===== config.mk =====
export PLATFORM = sky130hd
export DESIGN_NAME = alu_mdu_seq
export DESIGN_NICKNAME = d
export VERILOG_FILES = /design/src/rtl/alu_mdu_seq.sv
export SDC_FILE = /design/constraint.sdc
export NUM_CORES = 2
export LEC_CHECK = 0
export CAP_MARGIN = 10
export CORE_AREA = 2 2 396 202
export CTS_CLUSTER_SIZE = 14
export DETAILED_ROUTE_END_ITERATION = 6
export DIE_AREA = 0 0 398 204
export HOLD_SLACK_MARGIN = 0.02
export PLACE_DENSITY = 0.59
export SLEW_MARGIN = 10
export SYNTH_ARGS = -nofsm -noshare
export SYNTH_HDL_FRONTEND = slang
export SYNTH_SLANG_ARGS = --single-unit
export TNS_END_PERCENT = 10

===== constraint.sdc =====
create_clock -name clk -period 7 [get_ports clk]
set_clock_uncertainty 0.1 [all_clocks]
set_input_delay 1.4 -clock clk [delete_from_list [all_inputs] [get_ports clk]]
set_output_delay 1.4 -clock clk [all_outputs]
set_load 0.01 [all_outputs]

===== src/rtl/alu_mdu_seq.sv =====
// Sequential RV32I/RV64I ALU with iterative M-extension multiply/divide.
// Single-cycle ALU ops; radix-2 shift-add multiply and restoring divide behind valid/ready.
module alu_mdu_seq #(
  parameter  int XLEN = 32,
  localparam int SHW  = $clog2(XLEN),
  localparam int CNTW = $clog2(XLEN) + 1
) (
  input  logic            clk,
  input  logic            rst_n,
  input  logic            kill,
  input  logic            in_valid,
  output logic            in_ready,
  input  logic [4:0]      in_op,
  input  logic [XLEN-1:0] in_a,
  input  logic [XLEN-1:0] in_b,
  output logic            out_valid,
  input  logic            out_ready,
  output logic [XLEN-1:0] out_result,
  output logic            out_illegal
);

  typedef enum logic [1:0] {S_IDLE, S_MUL, S_DIV, S_DONE} state_t;

  localparam logic [4:0] OP_ADD  = 5'd0,  OP_SUB    = 5'd1,  OP_AND   = 5'd2,  OP_OR    = 5'd3;
  localparam logic [4:0] OP_XOR  = 5'd4,  OP_SLL    = 5'd5,  OP_SLT   = 5'd6,  OP_SLTU  = 5'd7;
  localparam logic [4:0] OP_SRA  = 5'd8,  OP_SRL    = 5'd9,  OP_MUL   = 5'd10, OP_MULH  = 5'd11;
  localparam logic [4:0] OP_MULHSU = 5'd12, OP_MULHU = 5'd13, OP_DIV  = 5'd14, OP_DIVU  = 5'd15;
  localparam logic [4:0] OP_REM  = 5'd16, OP_REMU   = 5'd17;

  state_t            state;
  logic [2*XLEN-1:0] acc_q;     // product (MUL) or partial remainder in the low half (DIV)
  logic [2*XLEN-1:0] mcand_q;   // shifted multiplicand (MUL) or divisor magnitude (DIV)
  logic [XLEN-1:0]   mplier_q;  // multiplier (MUL) or dividend shifting into quotient (DIV)
  logic [CNTW-1:0]   cnt_q;
  logic [XLEN-1:0]   res_q;
  logic              ill_q;
  logic              mul_lo_q, b_signed_q, rem_sel_q, neg_quo_q, neg_rem_q;

  // Accept-time decode and single-cycle ALU
  logic [SHW-1:0]  shamt;
  logic [XLEN-1:0] alu_res, a_mag, b_mag, special_res;
  logic            alu_ill, is_mul, is_div, div_signed, rem_op, a_signed, b_signed;
  logic            a_neg, b_neg, div_by_zero, div_ovf;

  assign shamt = in_b[SHW-1:0];

  always_comb begin
    // NOTE: every output of a combinational block gets a default first, so no path leaves a latch.
    alu_res = '0;
    alu_ill = 1'b0;
    case (in_op)
      OP_ADD:  alu_res = in_a + in_b;
      OP_SUB:  alu_res = in_a - in_b;
      OP_AND:  alu_res = in_a & in_b;
      OP_OR:   alu_res = in_a | in_b;
      OP_XOR:  alu_res = in_a ^ in_b;
      OP_SLL:  alu_res = in_a << shamt;
      OP_SLT:  alu_res = XLEN'($signed(in_a) < $signed(in_b));
      OP_SLTU: alu_res = XLEN'(in_a < in_b);
      OP_SRA:  alu_res = $unsigned($signed(in_a) >>> shamt);
      OP_SRL:  alu_res = in_a >> shamt;
      default: alu_ill = (in_op > OP_REMU);
    endcase
  end

  assign is_mul      = (in_op >= OP_MUL) && (in_op <= OP_MULHU);
  assign is_div      = (in_op >= OP_DIV) && (in_op <= OP_REMU);
  assign div_signed  = (in_op == OP_DIV) || (in_op == OP_REM);
  assign rem_op      = (in_op == OP_REM) || (in_op == OP_REMU);
  assign a_signed    = (in_op == OP_MULH) || (in_op == OP_MULHSU);
  assign b_signed    = (in_op == OP_MULH);
  assign a_neg       = div_signed & in_a[XLEN-1];
  assign b_neg       = div_signed & in_b[XLEN-1];
  assign a_mag       = a_neg ? -in_a : in_a;
  assign b_mag       = b_neg ? -in_b : in_b;
  assign div_by_zero = (in_b == '0);
  assign div_ovf     = div_signed && (in_a == {1'b1, {(XLEN-1){1'b0}}}) && (in_b == '1);
  assign special_res = div_by_zero ? (rem_op ? in_a : '1) : (rem_op ? '0 : in_a);

  // One iteration step of multiply and divide
  logic [2*XLEN-1:0] pp, prod_nx;
  logic [XLEN:0]     rem_sh, diff;
  logic [XLEN-1:0]   rem_nx, quo_nx, mul_res, div_res;
  logic              last;

  assign last    = (cnt_q == CNTW'(XLEN - 1));
  assign pp      = mplier_q[0] ? mcand_q : '0;
  // A signed multiplier's top bit weighs -2^(XLEN-1), so the final partial product is subtracted.
  assign prod_nx = (last && b_signed_q) ? acc_q - pp : acc_q + pp;
  assign mul_res = mul_lo_q ? prod_nx[XLEN-1:0] : prod_nx[2*XLEN-1:XLEN];

  assign rem_sh  = {acc_q[XLEN-1:0], mplier_q[XLEN-1]};
  assign diff    = rem_sh - {1'b0, mcand_q[XLEN-1:0]};
  assign rem_nx  = diff[XLEN] ? rem_sh[XLEN-1:0] : diff[XLEN-1:0];
  assign quo_nx  = {mplier_q[XLEN-2:0], ~diff[XLEN]};
  assign div_res = rem_sel_q ? (neg_rem_q ? -rem_nx : rem_nx) : (neg_quo_q ? -quo_nx : quo_nx);

  // NOTE: sequential state uses non-blocking assignments so every register samples pre-edge values.
  always_ff @(posedge clk or negedge rst_n) begin
    if (!rst_n) begin
      // NOTE: datapath registers are reset too, so an aborted op leaves nothing visible behind.
      state      <= S_IDLE;
      acc_q      <= '0;
      mcand_q    <= '0;
      mplier_q   <= '0;
      cnt_q      <= '0;
      res_q      <= '0;
      ill_q      <= 1'b0;
      mul_lo_q   <= 1'b0;
      b_signed_q <= 1'b0;
      rem_sel_q  <= 1'b0;
      neg_quo_q  <= 1'b0;
      neg_rem_q  <= 1'b0;
    end else if (kill) begin
      state <= S_IDLE;
    end else begin
      case (state)
        S_IDLE: if (in_valid) begin
          cnt_q      <= '0;
          acc_q      <= '0;
          ill_q      <= alu_ill;
          mul_lo_q   <= (in_op == OP_MUL);
          b_signed_q <= b_signed;
          rem_sel_q  <= rem_op;
          neg_quo_q  <= a_neg ^ b_neg;
          neg_rem_q  <= a_neg;
          if (is_mul) begin
            mcand_q  <= a_signed ? {{XLEN{in_a[XLEN-1]}}, in_a} : {{XLEN{1'b0}}, in_a};
            mplier_q <= in_b;
            state    <= S_MUL;
          end else if (is_div && (div_by_zero || div_ovf)) begin
            res_q <= special_res;
            state <= S_DONE;
          end else if (is_div) begin
            mcand_q  <= {{XLEN{1'b0}}, b_mag};
            mplier_q <= a_mag;
            state    <= S_DIV;
          end else begin
            res_q <= alu_res;
            state <= S_DONE;
          end
        end
        S_MUL: begin
          acc_q    <= prod_nx;
          mcand_q  <= mcand_q << 1;
          mplier_q <= mplier_q >> 1;
          cnt_q    <= cnt_q + 1'b1;
          if (last) begin
            res_q <= mul_res;
            state <= S_DONE;
          end
        end
        S_DIV: begin
          acc_q    <= {{XLEN{1'b0}}, rem_nx};
          mplier_q <= quo_nx;
          cnt_q    <= cnt_q + 1'b1;
          if (last) begin
            res_q <= div_res;
            state <= S_DONE;
          end
        end
        S_DONE:  if (out_ready) state <= S_IDLE;
        default: state <= S_IDLE;
      endcase
    end
  end

  assign in_ready    = (state == S_IDLE);
  assign out_valid   = (state == S_DONE);
  assign out_result  = res_q;
  assign out_illegal = ill_q;

endmodule


==> metrics.md <==
| Metric | Value |
|---|---|
| Crit path kind | `flip-flop to flip-flop` |
| Crit path launch type | `flip-flop` |
| Synth unique cells | `105` |
| Synth Register Bits | `206` |
| Die ar. | `0.0812 sq mm` |
| Final worst slack | `between 0.2 and 0.25 ns` |
| Worst rel slew slack | `4.99%` |
| Worst hold path type | `flip-flop to flip-flop` |
| Crit path depth | `23` |
| CTS sink count | `a little over 200` |
| Switching share of total power | `a little over 60%` |
| Most common cell after layout, fill and taps aside | `a21oi_1` |
| # fillers | `around 8200` |
| RSZ-0062 raised after global routing | `false` |
| Final wirelength | `approximately 180000 microns` |
| Setup slack, reg-to-reg | `between 0.2 and 0.25 ns` |
| Commonest cells after routing, fill and taps aside | `a21oi_1 (460), nor2_1 (422), nand2_1 (414), o21ai_0 (334), buf_4 (221)` |
| Total number of vias | `approximately 36000` |
| Delay-heaviest family, CP | `compound AO/OA/AOI/OAI gates` |
| Syn_area_per_cell | `7.11 sq um` |
| Detailed-router iteration count before antenna repair | `7` |
| Hold slack | `about 0.4 ns` |
| Total grt overflow | `0` |
| Initial Utilization | `between 30% and 40%` |
| Final core occ | `43.2%` |
| Sequential fraction of design power | `18.1%` |
| Combinational power share | `73.5%` |
| Area delta synth->final | `12.3%` |
| Chip width | `398 microns` |
| Placement Rows | `73` |
| Drt first-iter violations | `around 7000` |
| Total Power | `about 14000 uW` |
| Clock power frac | `8.4%` |
| Slew @ Worst Pin | `1.42 ns` |
| Critical Path Sink Type | `flip-flop` |
| TritonCTS clock tree | `yes` |
| Port bufs | `around 110` |
| Achievable frequency | `about 0.15 GHz` |
| CTS Hold Bufs | `0` |
| Total CTS buffers | `21` |
| Crit path cell chain | `or4_1, o21ai_0, and3_2, nand3_1, nor2b_4, nor2_1, nor2_1, buf_4, a31oi_1, o21ai_0, ha_1, a21oi_1, o21ai_0, a221o_1, a21o_1, a221o_1, a41o_1, a31o_2, a21o_1, xnor2_1, a221o_1, a31o_2, a31o_2` |
| Chip height | `between 200 and 250 microns` |
| Post-synth EDFFs | `0` |
| Core footprint | `0.0781 sq mm` |
| Layout cells sized above 1 | `9.01%` |
| RR Startpoint | `mcand_q[12]` |
| Reg clk slew, reported paths | `0.08 ns` |
| Initial antenna violation count | `13` |
| Global-route wire length before repair | `254000 microns` |
| Via density per instance | `6.85` |
| Antenna Violating Nets Remaining | `0` |
| Crit path to | `out_result[23]` |
| Final net count | `between 4000 and 5000` |
| Post-DP HPWL | `between 150000 and 200000 microns` |
| Synth Warn # | `0` |
| # Post-CTS Setup Buffers | `0` |
| Clk buf depth | `3` |
| GP Congestion | `1.06` |
| Switching power | `8520 uW` |
| Post-synthesis cell count | `4225` |
| GRT Total Usage | `44.0%` |
| Final hold violation count | `0` |
| Pre-CTS setup slack | `roughly 0.09 ns` |
| H-tree depth | `1` |
| Failing checks | `design-rule violations` |
| FFs w/ async S/R, synth | `100%` |
| Buf/Inv on CP | `1` |
| Final Setup Violations | `0` |
| Crit Path Max Fanout | `6` |
| Leak | `0.0138 uW` |
| Post-synth net total | `approximately 4500` |
| Pwr dens | `417 mW/mm^2` |
| Mapped cell area | `0.0300 sq mm` |
| Crit-path slowest cell | `or4_1` |
| Status | `finished, violations left` |
| Max-slew violations | `0` |
| DRC | `2` |
| Largest net degree at the start of global routing | `between 100 and 150` |
| Worst vdd rail ir drop | `255 uV` |
| Crit path from | `mcand_q[12]` |
| Drt wl/cell | `around 35 microns` |
| Number of cells on the worst reg-to-reg path | `23` |
| Ports | `roughly 110` |
| Vias in the first global route | `between 30000 and 40000` |
| Worst endpoint data arrival time | `7.13 ns` |
| Final min period | `6.77 ns` |
| Number of max-cap violations | `0` |
| Total internal power | `roughly 5600 uW` |
| Final worst path period share | `96.8%` |
| Clk_lat worst skew | `0.60 ns` |
| Primary FF master, synth | `dfrtp_1` |
| Sum Neg Setup Slack | `0 ns` |
| Clk root buf | `clkbuf_16` |
| Worst EP required | `7.36 ns` |
| Reg-to-Reg End | `out_result[23]` |
| Seq/Total Area, Yosys | `17.2%` |
| Delay of the slowest critical-path stage | `0.62 ns` |
[per-stage QoR]
| step | cells | area (sq um) |
|---|---|---|
| floorplan | 4225 | 30000 |
| global placement | 5276 | 33100 |
| detailed placement | 5276 | 33100 |
| CTS | 5310 | 33700 |
| global route | 5311 | 33700 |
| finish | 5313 | 33700 |
[cell families after synthesis]
| kind of cell | share of synthesized area [%] |
|---|---|
| xor gates and xnor gates | 7.35 |
| buffers and inverters | 6.37 |
| adders and majority gates | 8.76 |
| and+or+nand+nor | 20.6 |
| muxes | 5.12 |
| AOI/OAI and AO/OA | 34.6 |
| DFF | 17.2 |
[worst min path at each step]
stage / endpoint / depth (start not counted) / start / slack (ns)
6_report: neg_rem_q / 2 / neg_rem_q / 0.39
5_1_grt: neg_rem_q / 2 / neg_rem_q / 0.41
4_1_cts: neg_rem_q / 2 / neg_rem_q / 0.39
3_5_place_dp: neg_rem_q / 2 / neg_rem_q / 0.38
3_3_place_gp: neg_rem_q / 2 / neg_rem_q / 0.37
2_1_floorplan: acc_q[38] / 2 / acc_q[38] / 0.36
[final cells by class]
type	instances	area, sq um	area share, %
diodes	3	7.51	0.0223
clock buffers	29	566	1.68
clock inverters	5	37.5	0.111
inverters	163	614	1.82
multi-input cells	3518	23100	68.5
flip-flops and latches	206	5160	15.3
well taps	1050	1310	3.90
repair buffers	339	2950	8.73
[synthesized netlist by cell type, types with 26 or more instances]
cell      instances  share of area [%]
a211oi_1        101                2.5
a21o_1           59                1.5
a21oi_1         460                7.7
a221oi_1         71                2.1
a22o_1           29               0.85
a22oi_1          31               0.77
a31oi_1          49                1.0
and3_1           30               0.62
buf_1            36               0.45
clkbuf_1        279                3.5
dfrtp_1         206                 17
ha_1            204                8.5
inv_1           155                1.9
mux2i_1          87                2.9
nand2_1         415                5.2
nand2b_1         36               0.75
nand3_1          77                1.3
nand4_1          45               0.94
nor2_1          426                5.3
nor2b_1          32               0.67
nor3_1           99                1.6
nor4_1           36               0.75
o211ai_1         57                1.4
o21a_1           26               0.65
o21ai_0         334                5.6
o21bai_1         28               0.70
o31ai_1          95                2.4
or3_1            39               0.81
or4_1            26               0.65
xnor2_1         171                5.0
xor2_1           81                2.4
[what timing repair did]
action / 4_1_cts / 5_1_grt
hold endpoints to repair: 0 / 0
gates resized for setup: 0 / 3
endpoints found under the setup margin: 0 / 28
[worst min-delay path, stage by stage (launching register included)]
cell,delay (ns)
dfrtp_1,0.35
nand2_1,0.05
o21ai_0,0.06
[power by group through the flow]
stage          registers [uW]  logic [uW]  clock network, uW
6_report                 2550       10300               1180
5_1_grt                  2570       10700               1210
4_1_cts                  2480        9730               1160
3_5_place_dp             2500        9690                  0
3_3_place_gp             2500        9770                  0
2_1_floorplan            2120        5800                  0
[state kept, by name, summed over array words and instances (netlist names)]
| name | cells |
|---|---|
| neg_quo_q | 1 |
| out_illegal | 1 |
| state | 2 |
| mcand_q | 64 |
| mplier_q | 32 |
| neg_rem_q | 1 |
| rem_sel_q | 1 |
| cnt_q | 6 |
| b_signed_q | 1 |
| mul_lo_q | 1 |
| out_result | 32 |
| acc_q | 64 |
[metal layers]
metal | vias up | GRT usage, % | wire [microns] | part of all wire, %
met4 | 20 | 4.67 | 2560 | 1.4
met1 | 17700 | 67.8 | 85200 | 46
met5 | - | 6.73 | 937 | 0.51
met3 | 206 | 30.7 | 38900 | 21
met2 | 2814 | 46.3 | 57100 | 31
li1 | 15700 | - | - | -
(Power assumes the default switching activity.)
==> edit, RTL diff (config.mk and constraints unchanged) <==
The parameter `XLEN` goes from 32 to 16.
--- a/src/rtl/alu_mdu_seq.sv
+++ b/src/rtl/alu_mdu_seq.sv
@@ -3,3 +3,3 @@
 module alu_mdu_seq #(
-  parameter  int XLEN = 32,
+  parameter  int XLEN = 16,
   localparam int SHW  = $clog2(XLEN),
Ports: changed (resized in_a, in_b and out_result); port bits go from 109 to 61. No check against the original RTL was run, so the function may have changed too.
==> edit against the original RTL <==
Count of clock-buffer cells in the layout down 20; cell area fell by 52%; sequential cell count down 97; global-route usage shrank 26 points; setup slack gained 0.85 ns; wire length decreased by 59%; synthesized area fell by 53%; total power shrank 43%; fmax rose by 14%.
==> edit: results (changes against the original RTL) <==
metric,value,unit,change
final wirelength,75500,um,-59%
global placement routability congestion,1.13,,+6.4%
Port Buffers,60,,-44%
drt first pass iters,7,,unchanged
Lkg Pwr,6.39,nW,-54%
metal3 WL,16200,um,-58%
Worst Min Path Start,acc_q[19],,
top post-synthesis cells by count,"nand2_1 (215), a21oi_1 (214), nor2_1 (210)",,
Setup Buffers After CTS,0,,unchanged
Worst-path clk slew,0.09,ns,
placed cell areas,16000,sq um,-52%
All-Layer GR Usage,18.0,%,-26 points
worst reg-to-reg setup slack,1.08,ns,+0.85 ns
DR iter-0 viols,2922,,-57%
final instance count without filler cells,3030,,-43%
actual slew at the worst max-slew pin,1.42,ns,+0.0000802 ns
initial antenna violation count,0,,-13
Ys Warns,0,,unchanged
pin count of the biggest net entering global routing,63,,-51%
"FFs w/ async S/R, synth",100,%,unchanged
reg2reg path depth,18,,-22%
Hold EP,acc_q[19],,
highest metal used,met5,,
VDD IR max,0.000243,V,-4.9%
vias per std cell,5.45,,-20%
DRT met1 WL,36700,um,-57%
hold_buf cts,0,,unchanged
clk_lat worst skew,0.40,ns,-0.20 ns
biggest regs,"acc_q: 32 flops, mcand_q: 32 flops",,
"top cells by area, synth","dfrtp_1 (19%), ha_1 (9.4%), a21oi_1 (7.5%), o21ai_0 (6.7%), nand2_1 (5.7%)",,
reg2reg end,out_result[14],,
Post-DP HPWL,61700,um,-59%
HP Class,reg -> reg,,
cell count after synthesis,1986,,-53%
met2 routed WL,21800,um,-62%
register area share after synthesis,19.2,%,+2.0 points
number of global-route vias before repair,14007,,-56%
Post-synth top flop,dfrtp_1,,
Nets,2127,,-53%
clock buffer depth,2,,-1
"Arr. time, crit path",6.13,ns,-1.00 ns
worst r2r src,mcand_q[0],,
H-tree levels,3,,+2
status,"complete, no violations",,
clock buffer count from CTS,9,,-57%
WHS Path Cells,2,,unchanged
CP Max Fanout,17,,+11
distinct cell type count of the synthesized netlist,87,,-17%
CTS resizes,0,,unchanged
clk root buf,clkbuf_16,,
share of post-route cells with drive strength above 1,5.46,%,-3.6 points
first-pass GRT wire length,106000,um,-58%
==> edit: per-stage QoR <==
stage          power (mW)  hold slack [ns]  worst slack (ns)
2_1_floorplan        4.98            0.356              2.52
3_3_place_gp         7.04            0.378              1.25
3_5_place_dp         7.03            0.383              1.11
4_1_cts              7.65            0.402              1.36
5_1_grt              8.44            0.416             0.920
6_report             8.04            0.400              1.08
==> edit: cells by family (layout without fill, tap and decap cells) <==
kind of cell | count (synthesis) | count (layout) | share of synthesized area, %
XOR/XNOR | 116 | 116 | 7.15
buffers and inverters | 216 | 209 | 5.90
other | 0 | 1 | 0
adder cells (fa/ha/maj) | 111 | 111 | 9.99
flip-flops | 109 | 109 | 19.2
multiplexers | 47 | 47 | 3.64
AND/OR/NAND/NOR | 656 | 656 | 21.5
AO/OA/AOI/OAI | 731 | 731 | 32.6
==> edit: critical path, cell delays in order (launching register included) <==
cell      delay [ns]
dfrtp_1         0.51
ha_1            0.28
fa_1            0.45
nand2b_1        0.29
a21oi_1         0.48
o22a_2          0.30
a21boi_1        0.14
o21a_1          0.39
nor2_8          0.42
inv_2           0.14
a21oi_1         0.35
ha_1            0.51
and4b_1         0.25
o21ai_0         0.08
o31a_1          0.18
o21ai_1         0.17
xor2_1          0.37
a221oi_1        0.16
a211oi_1        0.25
==> edit: cell type report <==
| type | instances | area, sq um |
|---|---|---|
| Fill cell | 8784 | 61800 |
| Multi-Input combinational cell | 1661 | 10700 |
| Sequential cell | 109 | 2730 |
| Tap cell | 1050 | 1310 |
| Timing Repair Buffer | 106 | 936 |
| Inverter | 87 | 327 |
| Clock buffer | 9 | 225 |
| Clock inverter | 7 | 100 |
| Antenna cell | 1 | 2.50 |
==> edit: power breakdown <==
| part | internal, mW | switching (mW) |
|---|---|---|
| Sequential | 0.902 | 0.498 |
| Combinational | 2.04 | 4.01 |
| Clock | 0.290 | 0.299 |
==> edit: per-layer routing <==
layer / up-vias / GRT usage [%]
met5: - / 3.10
met4: 4 / 1.56
met3: 46 / 13.9
met2: 1289 / 16.9
met1: 7952 / 28.6
li1: 7234 / -
==> edit: how the worst max path moves through the flow <==
stage,from,endpoint,slack (ns),cells after the start
3_3_place_gp,in_a[1],out_result[13],1.25,15
2_1_floorplan,mplier_q[0],out_result[14],2.52,21
3_5_place_dp,in_a[1],out_result[13],1.11,15
4_1_cts,cnt_q[0],out_result[8],1.36,18
6_report,mcand_q[0],out_result[14],1.08,18
5_1_grt,cnt_q[0],out_result[14],0.92,17
